--- src/rtl/uart_tx_serializer.sv ---
// UART transmit serializer: start bit, 8 data bits LSB-first, optional parity, 1 or 2 stop bits.
// All outputs are registered; tx_end pulses on the final clock of the last stop bit.
module uart_tx_serializer #(
  parameter int CLK_FREQ   = 50_000_000,
  parameter int BAUD_RATE  = 115_200,
  parameter int PARITY_EN  = 0,
  parameter int PARITY_ODD = 0,
  parameter int STOP_BITS  = 1
) (
  input  logic       clk,
  input  logic       rst,
  input  logic       tx_en,
  input  logic [7:0] data_tx,
  output logic       tx,
  output logic       tx_end,
  output logic       busy
);

  localparam int CLKS_PER_BIT = CLK_FREQ / BAUD_RATE;
  localparam int CNT_W        = (CLKS_PER_BIT > 1) ? $clog2(CLKS_PER_BIT) : 1;

  localparam logic [CNT_W-1:0] BAUD_LAST = CNT_W'(CLKS_PER_BIT - 1);
  localparam logic [CNT_W-1:0] BAUD_PRE  = CNT_W'(CLKS_PER_BIT - 2);
  localparam logic [2:0]       STOP_LAST = 3'(STOP_BITS - 1);

  if (CLKS_PER_BIT < 2 || (STOP_BITS != 1 && STOP_BITS != 2)) begin : g_param_check
    $error("uart_tx_serializer: CLKS_PER_BIT must be >= 2 and STOP_BITS must be 1 or 2");
  end

  typedef enum logic [2:0] {IDLE, START, DATA, PARITY, STOP} state_t;

  state_t           state_q, state_d;
  logic [CNT_W-1:0] baud_q, baud_d;
  logic [2:0]       bit_q, bit_d;
  logic [7:0]       shift_q, shift_d;
  logic             par_q, par_d;
  logic             tx_q, tx_d;
  logic             end_q, end_d;
  logic             busy_q, busy_d;

  logic baud_last;
  logic frame_done;
  logic accept;

  always_ff @(posedge clk) begin
    if (rst) begin
      state_q <= IDLE;
      baud_q  <= '0;
      bit_q   <= '0;
      shift_q <= '0;
      par_q   <= 1'b0;
      tx_q    <= 1'b1;
      end_q   <= 1'b0;
      busy_q  <= 1'b0;
    end else begin
      state_q <= state_d;
      baud_q  <= baud_d;
      bit_q   <= bit_d;
      shift_q <= shift_d;
      par_q   <= par_d;
      tx_q    <= tx_d;
      end_q   <= end_d;
      busy_q  <= busy_d;
    end
  end

  // The last stop-bit edge doubles as an acceptance edge so frames can run back-to-back.
  always_comb begin
    state_d = state_q;
    baud_d  = baud_q;
    bit_d   = bit_q;
    shift_d = shift_q;
    par_d   = par_q;
    tx_d    = tx_q;
    end_d   = 1'b0;
    busy_d  = busy_q;

    baud_last  = (baud_q == BAUD_LAST);
    frame_done = (state_q == STOP) && baud_last && (bit_q == STOP_LAST);
    accept     = tx_en && ((state_q == IDLE) || frame_done);

    if (state_q != IDLE) begin
      baud_d = baud_last ? '0 : baud_q + 1'b1;
    end

    case (state_q)
      IDLE: begin
      end
      START: begin
        if (baud_last) begin
          state_d = DATA;
          bit_d   = '0;
          tx_d    = shift_q[0];
        end
      end
      DATA: begin
        if (baud_last) begin
          if (bit_q == 3'd7) begin
            bit_d = '0;
            if (PARITY_EN != 0) begin
              state_d = PARITY;
              tx_d    = par_q;
            end else begin
              state_d = STOP;
              tx_d    = 1'b1;
            end
          end else begin
            bit_d   = bit_q + 3'd1;
            shift_d = {1'b0, shift_q[7:1]};
            tx_d    = shift_q[1];
          end
        end
      end
      PARITY: begin
        if (baud_last) begin
          state_d = STOP;
          bit_d   = '0;
          tx_d    = 1'b1;
        end
      end
      STOP: begin
        if ((baud_q == BAUD_PRE) && (bit_q == STOP_LAST)) begin
          end_d = 1'b1;
        end
        if (baud_last) begin
          if (bit_q == STOP_LAST) begin
            state_d = IDLE;
            busy_d  = 1'b0;
            bit_d   = '0;
          end else begin
            bit_d = bit_q + 3'd1;
          end
        end
      end
      default: begin
        state_d = IDLE;
        busy_d  = 1'b0;
        tx_d    = 1'b1;
      end
    endcase

    if (accept) begin
      state_d = START;
      baud_d  = '0;
      bit_d   = '0;
      shift_d = data_tx;
      par_d   = (^data_tx) ^ (PARITY_ODD != 0);
      tx_d    = 1'b0;
      busy_d  = 1'b1;
    end
  end

  assign tx     = tx_q;
  assign tx_end = end_q;
  assign busy   = busy_q;

endmodule

--- config.mk ---
export PLATFORM = sky130hd
export DESIGN_NAME = uart_tx_serializer
export DESIGN_NICKNAME = d
export VERILOG_FILES = /design/src/rtl/uart_tx_serializer.sv
export SDC_FILE = /design/constraint.sdc
export NUM_CORES = 1
export LEC_CHECK = 0
export ABC_AREA = 1
export CORE_UTILIZATION = 45
export DETAILED_ROUTE_END_ITERATION = 8
export GPL_TIMING_DRIVEN = 0
export PLACE_DENSITY = 0.72
export SKIP_LAST_GASP = 1
export SLEW_MARGIN = 40
export SYNTH_ARGS = -nofsm -noshare
export SYNTH_HDL_FRONTEND = slang
export SYNTH_SLANG_ARGS = --single-unit
--- constraint.sdc ---
create_clock -name clk -period 2.1 [get_ports clk]
set_input_delay 0.42 -clock clk [delete_from_list [all_inputs] [get_ports clk]]
set_output_delay 0.42 -clock clk [all_outputs]
set_load 0.01 [all_outputs]
==> results by group, run 1 <==
Placement
  – Placed instance area: around 1700 um^2
  – Placed cell count: 258
  – DP HPWL: 2320 um
  – GPL Wtd Cong: about 0.78
  – Number of port buffers: 12

Drt
  – WL/cell: ~11 um
  – DRC: 0
  – DR vias: 1304
  – Antenna Nets Post-Route: 0
  – Routed vias/inst: 4.98
  – 1st-iter DRT viols: 63
  – Pre-Repair DR Iteration Count: 4
  – Total Routed Length: 3010 um

Logic synthesis
  – Top cells by area, synth: dfxtp_1 34%, nand2_1 7.7%, nand3_1 7.4%
  – Post-synth net total: 219
  – Biggest area consumer among synthesized cells: dfxtp_1
  – Register area share after synthesis: 33.5%
  – #FFs+latches synth: 26
  – Ys Warns: 0
  – Synthesized netlist cell count: 202
  – Post-Syn Area: ~1600 um^2
  – Mean Syn Cell Area: 7.68 um^2
  – Post-synth cell types: 34
  – Synth top area share: between 30% and 40%

Clock tree
  – Clk sinks: 26
  – Root buf cell: clkbuf_4
  – Later-pin clock latency in the skew report: 330 ps
  – CTS Buf Count: 3
  – Reg clk slew, reported paths: 140 ps
  – Cts hold-fix bufs: 0
  – Post-CTS Setup Inserts: 0
  – CTS tree: yes
  – H-tree depth: 1
  – Max Buffers Root-to-Sink: 2
  – Post-cts resize count: 0

Timing
  – Tcrit/Tclk final: 83.4%
  – Minimum clock period: 1750 ps
  – RSZ-0062 raised after global routing: false
  – Slew Limit Headroom: 79.0%
  – Max Clk Rate: ~0.57 GHz
  – Clk_skew: 3.19 ps
  – Final setup viols: 0
  – Slew Limit Fails: 0
  – Final TNS setup: 0 ps
  – Tightest Pin Transition: approximately 310 ps
  – Final Hold Viols: 0

Power
  – Net switching power: 636 uW
  – P_leak: 0.776 nW
  – P_int: approximately 940 uW
  – Peak VDD IR: 0.782 mV
  – Seq pwr share: 39.4%
  – Pwr/cell area: 892 nW/um^2
  – Gate power share: 44.1%
  – Sw Share: 40.5%
  – Clock power share: 16.5%

GRT
  – GRT overflow: 0
  – Overall global routing resource usage: between 10% and 20%
  – First-pass GRT wire length: 5250 um
  – Initial antenna violation count: 0
  – Largest net degree at the start of global routing: 15
  – Vias in the first global route: ~1200

Layout
  – Cell area after layout: roughly 1800 um^2
  – Fin cells: 262
  – Share of layout cells above drive strength 1: 19.3%
  – Diodes inserted: 0
  – Synth-to-Final Area Change: 13.6%
  – Nets: approximately 240

Worst setup path
  – Crit path from: bit_q[0]
  – Worst reg2reg setup slack: 350 ps
  – CP arrival: between 1500 and 2000 ps
  – Crit-path max FO: 10
  – CP Capture Type: flop
  – Critical path class: reg2reg
  – Crit start category: flop
  – R2r startpoint: bit_q[0]
  – WP data required: 2330 ps

Die
  – Core area: 3150 um^2
  – Top Ports: 14
  – Starting Density: just under 50%
  – Die Span Y: 60.7 um
  – Die ar.: between 3000 and 4000 um^2
  – Cell row count: 20
  – Die Width: 60.7 um

Hold path
  – Hold Path Class: in2reg
  – Hold_sp: tx_en

Run status
  – Status: completed

Run
  – # Max-Cap Violations: 0
==> path summary, 6_finish.rpt <==
kind | endpoint | cells past startpoint
max | shift_q[1] | 11
min | shift_q[7] | 3
max reg2reg | shift_q[1] | 11
min reg2reg | shift_q[6] | 2
==> layout make-up <==
class                      count  area, um^2
buffer                         4        41.3
clock buffer                   4        36.3
fill                         311        1390
inverter                      29         113
multi-input combinational    143         877
sequential                    26         520
tap                           44        55.1
timing repair buffer          12         120
==> metrics by stage <==
step / setup WS, ps / hold slack [ps] / utilization, % / power [mW]
6_report: 348 / 419 / 55.9 / 1.57
3_3_place_gp: 154 / 460 / 54.8 / 1.31
2_1_floorplan: 549 / 447 / - / 1.16
3_5_place_dp: 196 / 467 / 54.8 / 1.32
4_1_cts: 349 / 416 / 55.9 / 1.58
5_1_grt: 159 / 430 / 55.9 / 1.68
==> registers in the layout, indices dropped and copies added, names as in the netlist <==
register  flops
baud_q        9
tx            1
state_q       3
bit_q         3
busy          1
tx_end        1
shift_q       8
==> cell usage after synthesis <==
cell type / instances
nand3_1: 23
nand3_2: 3
inv_1: 24
nor3_1: 5
o211ai_1: 1
nand3_4: 1
nand2_1: 32
o21ai_1: 2
nor2_1: 14
clkinv_1: 1
a21oi_1: 12
nor2_2: 6
a21boi_0: 1
o21ai_0: 5
dfxtp_1: 26
nor2_4: 4
nand2_4: 6
xnor2_1: 1
nand2_2: 4
buf_6: 3
buf_4: 1
xor2_1: 1
and3_1: 1
o22ai_1: 1
a211oi_1: 2
inv_4: 1
clkinv_2: 1
inv_2: 2
ha_1: 6
o211a_1: 2
nor3_2: 5
nand4_1: 3
a21oi_4: 1
nor4_1: 1
==> power by group through the flow <==
| stage | Combinational, mW | Sequential (mW) | Clock, mW |
|---|---|---|---|
| after floorplan | 0.533 | 0.626 | 0 |
| after CTS | 0.697 | 0.620 | 0.262 |
| after global placement | 0.676 | 0.630 | 0 |
| after global routing | 0.770 | 0.630 | 0.280 |
| after detailed placement | 0.689 | 0.631 | 0 |
| final | 0.693 | 0.620 | 0.259 |
==> cell usage in the layout (no fill, tap or decap), types with 5 or more instances in the layout <==
master / synthesis / final
o21ai_0: 5 / 5
ha_1: 6 / 6
nand2_1: 32 / 32
nor3_1: 5 / 5
nand2_4: 6 / 6
inv_1: 24 / 24
dfxtp_1: 26 / 26
nor2_1: 14 / 14
nor3_2: 5 / 5
nor2_2: 6 / 6
nand3_1: 23 / 23
a21oi_1: 12 / 12
clkdlybuf4s50_1: 0 / 12
==> kinds of logic (layout without fill, tap and decap cells) <==
group / after synthesis / in the layout / share of synthesized area (%)
XOR/XNOR: 2 / 2 / 1.13
adder cells (fa/ha/maj): 6 / 6 / 4.84
buffers and inverters: 33 / 49 / 9.92
flip-flops: 26 / 26 / 33.5
AO/OA/AOI/OAI: 27 / 27 / 10.8
AND/OR/NAND/NOR: 108 / 108 / 39.8
==> layer usage <==
metal | routed length [um] | track usage (%) | vias up
met3 | 100 | 4.48 | 4
li1 | - | - | 692
met1 | 1570 | 27.3 | 593
met2 | 1320 | 29.5 | 15
met4 | 21 | 2.92 | 0
met5 | 0 | 0 | -
==> worst max-delay path, cell delays in order (launching register included) <==
cell and delay [ps]:
dfxtp_1 350, inv_1 80, ha_1 140, inv_1 30
nor2_1 160, inv_1 120, nor2_2 130, nand2_2 70
nand2_4 120, nand2_4 100, buf_6 150, o211a_1 210
(Power assumes the default switching activity.)
==> inputs of run 2 (changes only) <==
clock period = 1.8 ns   (was 2.1 ns; I/O delays follow)
==> results by group, run 2 (synthesis results as in run 1) <==
GRT
  – Initial antenna violation count: 0 (unchanged)
  – Vias in the first global route: 1172 (unchanged)
  – Overall global routing resource usage: 19.0% (unchanged)
  – First-pass GRT wire length: 5250 um (unchanged)
  – GRT overflow: 0 (unchanged)
  – Largest net degree at the start of global routing: 15 (unchanged)

Power
  – P_leak: 0.787 nW (+1.4%)
  – Pwr/cell area: 1050 nW/um^2 (+18%)
  – Peak VDD IR: 0.858 mV (+9.8%)
  – Overall Power: 1.87 mW (+19%)

Die
  – Die Span Y: 60.7 um (unchanged)
  – Die Width: 60.7 um (unchanged)
  – Core area: 3150 um^2 (unchanged)
  – Starting Density: 49.2% (unchanged)
  – Cell row count: 20 (unchanged)
  – Top Ports: 14 (unchanged)
  – Die ar.: 3690 um^2 (unchanged)

Clock tree
  – Max Buffers Root-to-Sink: 2 (unchanged)
  – CTS tree: yes
  – H-tree depth: 1 (unchanged)
  – CTS Buf Count: 3 (unchanged)
  – Root buf cell: clkbuf_4
  – Clk sinks: 26 (unchanged)
  – Reg clk slew, reported paths: 140 ps (about the same)
  – Later-pin clock latency in the skew report: 320 ps (about the same)
  – Cts hold-fix bufs: 0 (unchanged)

Drt
  – Metal2 WL: 1350 um (+2.0%)
  – Total Routed Length: 3010 um (about the same)
  – DRT met1 WL: 1550 um (-1.1%)
  – Routed vias/inst: 4.97 (-0.22%)
  – DR vias: 1311 (+0.54%)
  – Pre-Repair DR Iteration Count: 4 (unchanged)
  – Top sig layer: met4
  – DR WL met3: 87 um (-13%)
  – Antenna Nets Post-Route: 0 (unchanged)
  – DRC: 0 (unchanged)
  – 1st-iter DRT viols: 83 (+32%)
  – WL/cell: 11.4 um (-0.82%)

Worst setup path
  – WP data required: 2030 ps (-300 ps)
  – CP Capture Type: flop
  – Critical path class: reg2reg
  – CP arrival: 1890 ps (-100 ps)
  – Crit start category: flop
  – Crit-path max FO: 10 (unchanged)

Timing
  – Final Hold Viols: 0 (unchanged)
  – Minimum clock period: 1660 ps (-88.9 ps)
  – Tcrit/Tclk final: 92.4% (+9.0 points)
  – RSZ-0062 raised after global routing: true
  – Clk_skew: 2.72 ps (-0.463 ps)
  – WHS: 362 ps (-56.4 ps)
  – Slew Limit Headroom: 79.2% (+0.21 points)
  – Tightest Pin Transition: 311 ps (-3.17 ps)
  – Slew Limit Fails: 0 (unchanged)
  – Final setup viols: 0 (unchanged)
  – Max Clk Rate: 0.601 GHz (+5.3%)

Layout
  – Fin cells: 264 (+0.76%)
  – Leading cell type in the layout, fill and taps excluded: nand2_1
  – Final core utilization: 56.6% (+0.67 points)
  – Diodes inserted: 0 (unchanged)
  – Share of layout cells above drive strength 1: 21.4% (+2.1 points)
  – Largest registers: baud_q: 9 flops, shift_q: 8 flops
  – Most frequent cells in the layout: 31 x nand2_1, 25 x dfxtp_1, 24 x inv_1
  – Top reg by flops: baud_q
  – Max FFs per register: 9 (unchanged)
  – Synth-to-Final Area Change: 15.0%
  – Nets: 238 (+0.85%)

Run status
  – Status: completed

Hold path
  – Hold Path Class: in2reg

Placement
  – Placed cell count: 258 (unchanged)
  – Number of port buffers: 12 (unchanged)
  – DP HPWL: 2320 um (unchanged)
  – GPL Wtd Cong: 0.782 (unchanged)

Run
  – # Max-Cap Violations: 0 (unchanged)
-- run 2: cell types whose count changed in the layout (fill, tap and decap cells not counted), sizes merged --
cell	change
buf	+2
-- run 2: final timing paths --
| kind | from | end | slack, ps | cells past startpoint |
|---|---|---|---|---|
| worst max-delay path | bit_q[0] | shift_q[1] | 140 | 11 |
| worst max register to register | bit_q[0] | shift_q[1] | 140 | 11 |
| worst min register to register | shift_q[7] | shift_q[6] | 480 | 2 |
| worst min-delay path | tx_en | shift_q[7] | 360 | 3 |
-- run 2: worst max-delay path, cell delays in order, from the launching register on --
cell     delay (ps)
dfxtp_2         350
inv_1            70
ha_1            140
inv_1            40
nor2_2          110
inv_1           100
nor2_2          120
nand2_2          70
nand2_4         100
nand2_4          90
buf_6           150
o211a_1         210
-- run 2: where the power goes --
| group | switching [mW] | total (mW) | internal, mW |
|---|---|---|---|
| registers | 0.0653 | 0.724 | 0.658 |
| logic | 0.506 | 0.847 | 0.341 |
| clock network | 0.176 | 0.300 | 0.124 |
| total | 0.747 | 1.87 | 1.12 |
-- run 2: final cells by class --
type / instances / area (um^2)
inverters: 29 / 113
well taps: 44 / 55.1
plain buffers: 4 / 41.3
repair buffers: 14 / 135
multi-input cells: 143 / 882
flip-flops and latches: 26 / 522
clock buffers: 4 / 36.3
fillers: 306 / 1370
-- run 2: routing by layer --
metal / GRT usage [%] / vias to the layer above
met5: 0 / -
met4: 2.92 / 0
met3: 4.48 / 2
met2: 29.5 / 11
met1: 27.3 / 598
li1: - / 700
-- run 2: repair_timing --
item | CTS | global route
hold endpoints to repair | 0 | 0
setup buffers | 0 | 2
endpoints found under the setup margin | 0 | 20
resized for setup | 0 | 3
-- run 2: per-stage QoR --
step / worst slack, ps / setup TNS, ps / cell area, um^2
final: 137 / 0 / 1780
after global routing: -6.95 / -6.95 / 1780
after CTS: 48.6 / 0 / 1760
after detailed placement: -44.3 / -226 / 1730
after global placement: -86.1 / -453 / 1730
after floorplan: 249 / 0 / 1550
==> inputs of run 3 (changes only) <==
--- a/config.mk
+++ b/config.mk
@@ -9,2 +9,3 @@
 export CORE_UTILIZATION = 45
+export CTS_CLUSTER_DIAMETER = 120
 export DETAILED_ROUTE_END_ITERATION = 8
==> constraint.sdc (replaced) <==
create_clock -name clk -period 1.8 [get_ports clk]
set_input_delay 0.54 -clock clk [delete_from_list [all_inputs] [get_ports clk]]
set_output_delay 0.54 -clock clk [all_outputs]
set_load 0.01 [all_outputs]
==> results by group, run 3 (synthesis results as in run 1) <==
Layout
  – Largest registers: baud_q: 9 flops, shift_q: 8 flops
  – Share of layout cells above drive strength 1: 21.4% (unchanged)
  – Leading cell type in the layout, fill and taps excluded: nand2_1
  – Top reg by flops: baud_q
  – Synth-to-Final Area Change: 15.3%
  – Fin cells: 264 (unchanged)
  – Max FFs per register: 9 (unchanged)
  – Most frequent cells in the layout: 31 x nand2_1, 25 x dfxtp_1, 24 x inv_1
  – Diodes inserted: 0 (unchanged)
  – Nets: 238 (unchanged)
  – Final core utilization: 56.7% (+0.16 points)

GRT
  – Overall global routing resource usage: 19.0% (unchanged)
  – GRT overflow: 0 (unchanged)
  – Initial antenna violation count: 0 (unchanged)
  – First-pass GRT wire length: 5250 um (unchanged)
  – Vias in the first global route: 1172 (unchanged)
  – Largest net degree at the start of global routing: 15 (unchanged)

Power
  – P_leak: 0.805 nW (+2.3%)
  – Pwr/cell area: 1040 nW/um^2 (-0.47%)
  – Peak VDD IR: 0.858 mV (about the same)

Clock tree
  – Root buf cell: clkbuf_4
  – Clk sinks: 26 (unchanged)
  – H-tree depth: 1 (unchanged)
  – Max Buffers Root-to-Sink: 2 (unchanged)
  – CTS Buf Count: 3 (unchanged)
  – Later-pin clock latency in the skew report: 320 ps (about the same)
  – CTS tree: yes
  – Reg clk slew, reported paths: 140 ps (about the same)

Drt
  – Pre-Repair DR Iteration Count: 4 (unchanged)
  – DR vias: 1310 (-0.076%)
  – Routed vias/inst: 4.96 (about the same)
  – DRC: 0 (unchanged)
  – 1st-iter DRT viols: 83 (unchanged)
  – Total Routed Length: 3010 um (+0.17%)
  – Antenna Nets Post-Route: 0 (unchanged)
  – WL/cell: 11.4 um (+0.17%)

Timing
  – Final TNS setup: 0 ps (unchanged)
  – Slew Limit Headroom: 79.2% (unchanged)
  – Final WS setup: 86.3 ps (-50.8 ps)
  – Slew Limit Fails: 0 (unchanged)
  – Tightest Pin Transition: 311 ps (unchanged)
  – RSZ-0062 raised after global routing: true
  – Clk_skew: 2.70 ps (-0.0250 ps)
  – Final Hold Viols: 0 (unchanged)
  – Tcrit/Tclk final: 95.2% (+2.8 points)
  – Max Clk Rate: 0.584 GHz (-3.0%)
  – Minimum clock period: 1710 ps (+50.8 ps)
  – Final setup viols: 0 (unchanged)

Die
  – Starting Density: 49.2% (unchanged)
  – Die Width: 60.7 um (unchanged)
  – Die ar.: 3690 um^2 (unchanged)
  – Top Ports: 14 (unchanged)
  – Die Span Y: 60.7 um (unchanged)
  – Cell row count: 20 (unchanged)
  – Core area: 3150 um^2 (unchanged)

Worst setup path
  – CP Capture Type: output port
  – Worst r2r path cells: 11 (unchanged)
  – WP data required: 1260 ps (-770 ps)
  – Crit-path leading delay family: buffers and inverters
  – CP arrival: 1170 ps (-720 ps)
  – CP peak stage delay: 520 ps (+170 ps)
  – Worst reg2reg setup slack: 140 ps (about the same)
  – Critical path class: reg2out
  – Worst path slowest cell: clkdlybuf4s50_1
  – Crit path buf inv count: 1 (-3)
  – CP Depth: 1 (-10)
  – R2r startpoint: bit_q[0]
  – Crit-path max FO: 1 (-9)
  – Crit start category: flop
  – Crit-path cells: clkdlybuf4s50_1
  – R2R Path End: shift_q[1]

Placement
  – DP HPWL: 2320 um (unchanged)
  – Placed cell count: 258 (unchanged)
  – GPL Wtd Cong: 0.782 (unchanged)
  – Place WS: -224 ps (-180 ps)
  – Number of port buffers: 12 (unchanged)

Hold path
  – Hold Path Sink: shift_q[6]
  – Hold_sp: shift_q[7]
  – Hold Path Depth: 2 (-1)
  – Hold Path Class: reg2reg

Run
  – # Max-Cap Violations: 0 (unchanged)

Run status
  – Status: completed
==> run 3: worst min-delay path: cells and delay by family, from the launching register on <==
family	cells	cell delay, ps
flops	1	340
simple gates	2	130
==> run 3: layer usage <==
layer	GRT usage, %	wire length, um	up-vias
li1	-	-	700
met3	4.48	87	2
met1	27.3	1560	597
met5	0	0	-
met2	29.5	1350	11
met4	2.92	23	0
==> run 3: timing repair <==
item / in CTS / in global routing
hold buffers: 0 / 0
setup endpoints to repair: 0 / 22
setup buffers: 0 / 2
resized for setup: 0 / 5
==> run 3: layout make-up <==
| cell class | count | area [um^2] |
|---|---|---|
| buffer | 4 | 41.3 |
| tap | 44 | 55.1 |
| inverter | 29 | 113 |
| clock buffer | 4 | 36.3 |
| timing repair buffer | 14 | 140 |
| sequential | 26 | 522 |
| multi-input combinational | 143 | 882 |
| fill | 304 | 1360 |
==> run 3: how the worst max path moves through the flow <==
stage / startpoint / to / slack, ps
2_1_floorplan: bit_q[0] / shift_q[1] / 250
3_3_place_gp: rst / baud_q[1] / -270
3_5_place_dp: rst / bit_q[0] / -220
4_1_cts: busy / busy / 1
5_1_grt: bit_q[0] / shift_q[4] / -7
6_report: tx_end / tx_end / 90
==> run 3: report_power, final <==
| group | total [mW] | leakage [nW] | switching, mW | internal, mW |
|---|---|---|---|---|
| Sequential | 0.723 | 0.213 | 0.0648 | 0.658 |
| Clock | 0.300 | 0.0210 | 0.176 | 0.124 |
| Combinational | 0.844 | 0.572 | 0.506 | 0.338 |
| Total | 1.87 | 0.805 | 0.746 | 1.12 |
==> run 3: stage by stage <==
step	instance area [um^2]	hold slack [ps]	power (mW)
finish	1790	482	1.87
global route	1790	514	2.00
CTS	1760	487	1.84
detailed placement	1730	467	1.54
global placement	1730	460	1.52
floorplan	1550	447	1.35
